File: config.mk
export PLATFORM = sky130hd
export DESIGN_NAME = uart_tx_arbiter
export DESIGN_NICKNAME = d
export VERILOG_FILES = /design/src/rtl/uart_tx_arbiter.sv
export SDC_FILE = /design/constraint.sdc
export NUM_CORES = 1
export LEC_CHECK = 0
export CAP_MARGIN = 20
export CORE_MARGIN = 2
export CORE_UTILIZATION = 42
export CTS_BUF_LIST = sky130_fd_sc_hd__clkbuf_2
export CTS_CLUSTER_DIAMETER = 40
export DETAILED_ROUTE_END_ITERATION = 10
export PLACE_DENSITY = 0.95
export SLEW_MARGIN = 40
export SYNTH_ARGS = -nofsm -noshare
export SYNTH_HDL_FRONTEND = slang
export SYNTH_SLANG_ARGS = --single-unit
File: constraint.sdc
create_clock -name clk_clk -period 4.9 [get_ports clk_clk]
set_input_delay 0.49 -clock clk_clk [delete_from_list [all_inputs] [get_ports clk_clk]]
set_output_delay 0.49 -clock clk_clk [all_outputs]
set_load 0.02 [all_outputs]
File: src/rtl/uart_tx_arbiter.sv
// Packet-level round-robin arbiter sharing one UART transmit byte channel between
// two valid/ready byte requesters; the owner keeps the channel until last or burst cap.
module uart_tx_arbiter #(
  parameter int DATA_W    = 8,
  parameter int MAX_BURST = 16
) (
  input  logic              clk_clk,
  input  logic              reset_reset_n,
  input  logic              req0_valid,
  input  logic [DATA_W-1:0] req0_data,
  input  logic              req0_last,
  output logic              req0_ready,
  input  logic              req1_valid,
  input  logic [DATA_W-1:0] req1_data,
  input  logic              req1_last,
  output logic              req1_ready,
  output logic              tx_valid,
  output logic [DATA_W-1:0] tx_data,
  input  logic              tx_ready,
  output logic [1:0]        grant,
  output logic              busy
);

  localparam int               CNT_W   = $clog2(MAX_BURST + 1);
  localparam logic [CNT_W-1:0] MAX_CNT = CNT_W'(MAX_BURST);

  typedef enum logic [1:0] {
    IDLE   = 2'd0,
    GRANT0 = 2'd1,
    GRANT1 = 2'd2
  } state_t;

  state_t           state, state_nxt;
  logic [CNT_W-1:0] burst_cnt, burst_cnt_nxt;
  logic             rr_last, rr_last_nxt;
  logic             xfer;
  logic             xfer_last;

  always_ff @(posedge clk_clk) begin
    if (!reset_reset_n) begin
      state     <= IDLE;
      burst_cnt <= '0;
      rr_last   <= 1'b1;
    end else begin
      state     <= state_nxt;
      burst_cnt <= burst_cnt_nxt;
      rr_last   <= rr_last_nxt;
    end
  end

  always_comb begin
    state_nxt     = state;
    burst_cnt_nxt = burst_cnt;
    rr_last_nxt   = rr_last;
    grant         = 2'b00;
    busy          = 1'b0;
    tx_valid      = 1'b0;
    tx_data       = '0;
    req0_ready    = 1'b0;
    req1_ready    = 1'b0;
    xfer          = 1'b0;
    xfer_last     = 1'b0;

    case (state)
      IDLE: begin
        // On a tie the requester that was not granted most recently wins.
        if (req0_valid && (!req1_valid || rr_last)) begin
          state_nxt     = GRANT0;
          burst_cnt_nxt = '0;
          rr_last_nxt   = 1'b0;
        end else if (req1_valid) begin
          state_nxt     = GRANT1;
          burst_cnt_nxt = '0;
          rr_last_nxt   = 1'b1;
        end
      end
      GRANT0: begin
        grant      = 2'b01;
        busy       = 1'b1;
        tx_valid   = req0_valid;
        tx_data    = req0_data;
        req0_ready = tx_ready;
        xfer       = req0_valid && tx_ready;
        xfer_last  = req0_last;
      end
      GRANT1: begin
        grant      = 2'b10;
        busy       = 1'b1;
        tx_valid   = req1_valid;
        tx_data    = req1_data;
        req1_ready = tx_ready;
        xfer       = req1_valid && tx_ready;
        xfer_last  = req1_last;
      end
      default: state_nxt = IDLE;
    endcase

    // Last byte and burst cap landing on the same transfer give a single release.
    if (xfer) begin
      burst_cnt_nxt = burst_cnt + 1'b1;
      if (xfer_last || (burst_cnt_nxt == MAX_CNT)) begin
        state_nxt = IDLE;
      end
    end
  end

endmodule

==> After elaboration in Yosys (flattened, before gate mapping) <==
Index checks and enable logic that the tools add are counted.
{ "totals": {"regBits": 8, "latch_bits": 0, "mem_bits_rw": 0, "mem_bits_ro": 0, "output_inout_bits": 14, "mem_count": 0} }
{ "classes": {"add_sub_neg": 1, "multipliers": 0, "div_mod_pow": 0, "order_cmp": 0, "eq_ne": 3, "shift": 0, "n_mux": 19, "bitwise": 0, "n_reduce_logical": 13} }
{ "ops": {"columns": ["cell", "count"], "rows": [
  ["5-bit 2-to-1 mux", 4],
  ["8-bit case mux with 2 select lines", 1],
  ["2-bit 2-to-1 mux", 4],
  ["2-bit case mux with 2 select lines", 2],
  ["1-bit case mux with 2 select lines", 3],
  ["5-bit by 1-bit adder with 5-bit output (second input constant)", 1],
  ["5-bit == test (second input constant)", 1],
  ["1-bit 2-to-1 mux", 5],
  ["2-bit AND reduction", 2],
  ["2-bit nonzero test", 2],
  ["1-bit logical AND", 3],
  ["3-bit nonzero test", 1],
  ["2-bit by 1-bit == test with 1-bit output (second input constant)", 1],
  ["2-bit == test (second input constant)", 1],
  ["2-bit zero test", 1],
  ["1-bit logical OR", 2],
  ["2-bit OR reduction", 1],
  ["1-bit zero test", 1]
]} }

==> Logic depth before layout (Yosys ltp) <==
{ "logic_depth": {"depth_word": 7, "depth_mapped": 6, "ltp_nobuf": 5} }

==> Worst setup path after synthesis <==
Ideal clock, no wire load.
{ "synth_path": {"path_kind": "register -> output", "from": "register state[0]", "to": "output tx_data[0]", "arrival_ns": 1.515, "required_time_ns": 4.410, "slack_ns": 2.895, "path_stages_with_launch": 6, "path_cell_list": "dfxtp_1 -> inv_1 -> ha_1 -> clkbuf_1 -> a22oi_1 -> nor2b_1"} }
{ "synth_between": {"elab_chain_len": 2, "word_cells_on_any_way": 3, "cone_classes": "2 x eq/ne; 1 x mux"} }
{ "synth_rtl": {"columns": ["element", "line", "text"], "rows": [
  ["start: declaration", "33", "state_t state, state_nxt;"],
  ["start signal: assignment", "45", "state <= state_nxt;"],
  ["2-bit == test or 2-bit by 1-bit == test with 1-bit output (tied branches)", "64", "case (state)"],
  ["8-bit case mux with 2 select lines (*)", "64", null],
  ["end: declaration", "18", "output logic [DATA_W-1:0] tx_data,"]
]} }
Mark *: on every way between the ends. The rest lies on a longest branch, timed or not.

==> Final worst setup path <==
{ "layout_path": {"from": "register state[0]", "to": "output tx_data[4]"} }
Same word-level chain as after synthesis.

==> results.yml <==
cts:
  clk_pin_slew_ns: 0.07
  post_cts.repair.setup_buffers: 0
  hold_buffers: 0
  cts_tree: "done"
  clockRootBuffer: "clkbuf_2"
  h-tree-depth: 1
  cts_sinks: 8
  clockBufferDepth: 2
  cts.repair.resized: 0
  clkLatencyLatePin_ns: 0.24
  numCtsBuffers: 3
setup_path:
  worst_setup_path_start_kind: "register"
  r2r-end: "burst_cnt[4]"
  worstSetupEndpoint: "tx_data[4]"
  worstRegToRegCells: 5
  critPathLaunch: "state[0]"
  path_max_fanout: 14
  criticalPathCategory: "reg -> out"
  r2r_slack_ns: 2.91
  rr_startpoint: "state[0]"
  worstPathArrival_ns: 2.17
  cp-end-kind: "output port"
  crit_required_ns: 4.41
job:
  max-cap-violations: 0
yosys:
  synth-adder-area-share: 0.0933
  synth_compound_area_frac: 0.300
  yosys_warnings: 0
  synth.avg_cell_area_um2: 7.98
  synth-simple-area-share: 0.302
  synth_area_um2: 671
  ys_types: 23
  synth_xor_area_frac: 0
  synth_top_family_by_area: "simple AND/OR/NAND/NOR gates"
  yosysSeqAreaShare: 0.239
  synth_nets: 112
  ys_seq_elements: 8
  netlist_instances: 84
  synth_mux_area_frac: 0.0317
global_routing:
  grt.overflow.total: 0
  grt_pass1_wl_um: 3180
  grt_pass1_vias: 765
  grt_max_degree: 15
  antenna_found_initial: 0
  track_usage: 0.221
floorplanning:
  pin_count: 37
  die_w_um: 44.0
  die_y_um: 44.0
  start_util: 0.445
  row_count: 14
  die-area_um2: 1930
  core-area_um2: 1510
power_and_ir_drop:
  vdd_drop_max_mv: 0.146
  p_seq_frac: 0.308
  powerDensity_nw_per_um2: 226
  p_leak_nw: 0.352
  p_comb_frac: 0.524
  p_int_w: 0.000147
  switching_share: 0.382
  p_clk_frac: 0.168
  p_sw_w: 0.0000912
routing:
  via_per_inst: 5.79
  routed-via-count: 788
  routed_wl_um: 1980
  drc: 0
  ant_nets: 0
  dr.pass1.iters: 4
  dr.first_iter.drc_count: 14
  avgRoutedWirePerCell_um: 14.6
sta:
  rsz0062_at_grt: "false"
  fmaxAchievable_mhz: 376
  drv_slew: 0
  tns_ns: 0
  hold_viol_final: 0
  clock_skew_ns: 0.000624
  min_period_ns: 2.66
  slew-limit-headroom: 0.610
  setup_viol: 0
  min_period_over_period: 0.543
  worstMarginPinSlew_ns: 0.568
worst_hold_path:
  holdCritPathClass: "reg -> reg"
place:
  place_inst: 133
  gp_congestion: 0.821
  hpwl_um: 1570
  port_buffers: 36
layout:
  stdcell_count: 136
  fillerInstances: 126
  fin_nets: 150
  diodes: 0
  drive_above_1_share: 0.0333
  final_util: 0.700
  syn2layout_area_growth_pct: 57.3
outcome:
  outcome: "finished, final reports clean"
-- worst max-delay path, stage by stage (launching register included) --
cell and delay, ns:
dfxtp_1 0.35, inv_1 0.11, ha_1 0.48, a22oi_1 0.19, nor2b_1 0.17, clkdlybuf4s50_1 0.62
-- synth_stat cells --
master,instances,area share
ha_1,5,0.093
nand4_1,2,0.019
dfxtp_1,8,0.24
nor2b_1,13,0.12
and2_1,4,0.037
o2111ai_1,1,0.013
a22oi_1,10,0.11
a31oi_1,2,0.019
nand3_1,3,0.022
or4_1,3,0.034
and3_1,1,0.0093
nand4b_1,1,0.013
a41oi_1,2,0.026
o211ai_1,4,0.045
clkbuf_1,3,0.017
a211oi_1,3,0.034
nand2b_1,2,0.019
o21ai_0,5,0.037
a21oi_1,2,0.015
mux2i_1,1,0.015
inv_1,3,0.017
nand2_1,5,0.028
mux2_2,1,0.017
-- cell usage in the layout, fill, tap and decap left out --
cell type        netlist  final
clkdlybuf4s50_1        0     36
nor2b_1               13     13
a22oi_1               10     10
dfxtp_1                8      8
nand2_1                5      5
o21ai_0                5      5
ha_1                   5      5
and2_1                 4      4
o211ai_1               4      4
inv_1                  3      3
or4_1                  3      3
a211oi_1               3      3
nand3_1                3      3
clkbuf_2               0      3
nand2b_1               2      2
a41oi_1                2      2
nand4_1                2      2
a31oi_1                2      2
a21oi_1                2      2
mux2i_1                1      1
nand4b_1               1      1
mux2_2                 1      1
and3_1                 1      1
o2111ai_1              1      1
-- routing by layer --
metal  share of wire  track usage
met5               0            0
met4          0.0030       0.0727
met3           0.058       0.0500
met2            0.53        0.385
met1            0.41        0.264
-- layout make-up --
cell class              count  area [um2]  area share
repair buffers             36         360       0.342
multi-input cells          70         488       0.463
well taps                  16        20.0      0.0190
inverters                   3        11.3      0.0107
clock buffers               3        15.0      0.0142
flip-flops and latches      8         160       0.152
-- kinds of logic after synthesis --
family          Yosys count
fa+ha+maj                 5
mux                       2
compound gates           29
buf+inv                   6
flops                     8
simple gates             34
-- sequential cells by signal (all words and copies together), names as in the netlist --
signal	cells
burst_cnt	5
rr_last	1
state	2
-- power by group through the flow --
stage	registers (W)	clock network, W	logic [W]
6_report	0.0000735	0.0000401	0.000125
3_3_place_gp	0.0000746	0	0.000121
5_1_grt	0.0000746	0.0000447	0.000136
3_5_place_dp	0.0000750	0	0.000124
2_1_floorplan	0.0000740	0	0.0000718
4_1_cts	0.0000734	0.0000416	0.000125
-- how the worst min path moves through the flow --
stage                             from           end  cells past startpoint
after floorplan           burst_cnt[0]  burst_cnt[0]                      2
after global placement    burst_cnt[2]  burst_cnt[2]                      2
after detailed placement  burst_cnt[0]  burst_cnt[0]                      2
after CTS                 burst_cnt[2]  burst_cnt[2]                      2
after global routing      burst_cnt[2]  burst_cnt[2]                      2
final                     burst_cnt[0]  burst_cnt[0]                      2
-- per-stage QoR --
step	setup WS, ns	hold slack [ns]	total power (W)	cell area [um2]
after CTS	2.25	0.536	0.000240	1050
after floorplan	2.90	0.481	0.000146	671
after global routing	2.07	0.570	0.000256	1050
after detailed placement	2.46	0.523	0.000199	1040
after global placement	2.47	0.509	0.000196	1040
final	2.24	0.535	0.000239	1050
Power figures use the tool's default switching activity.
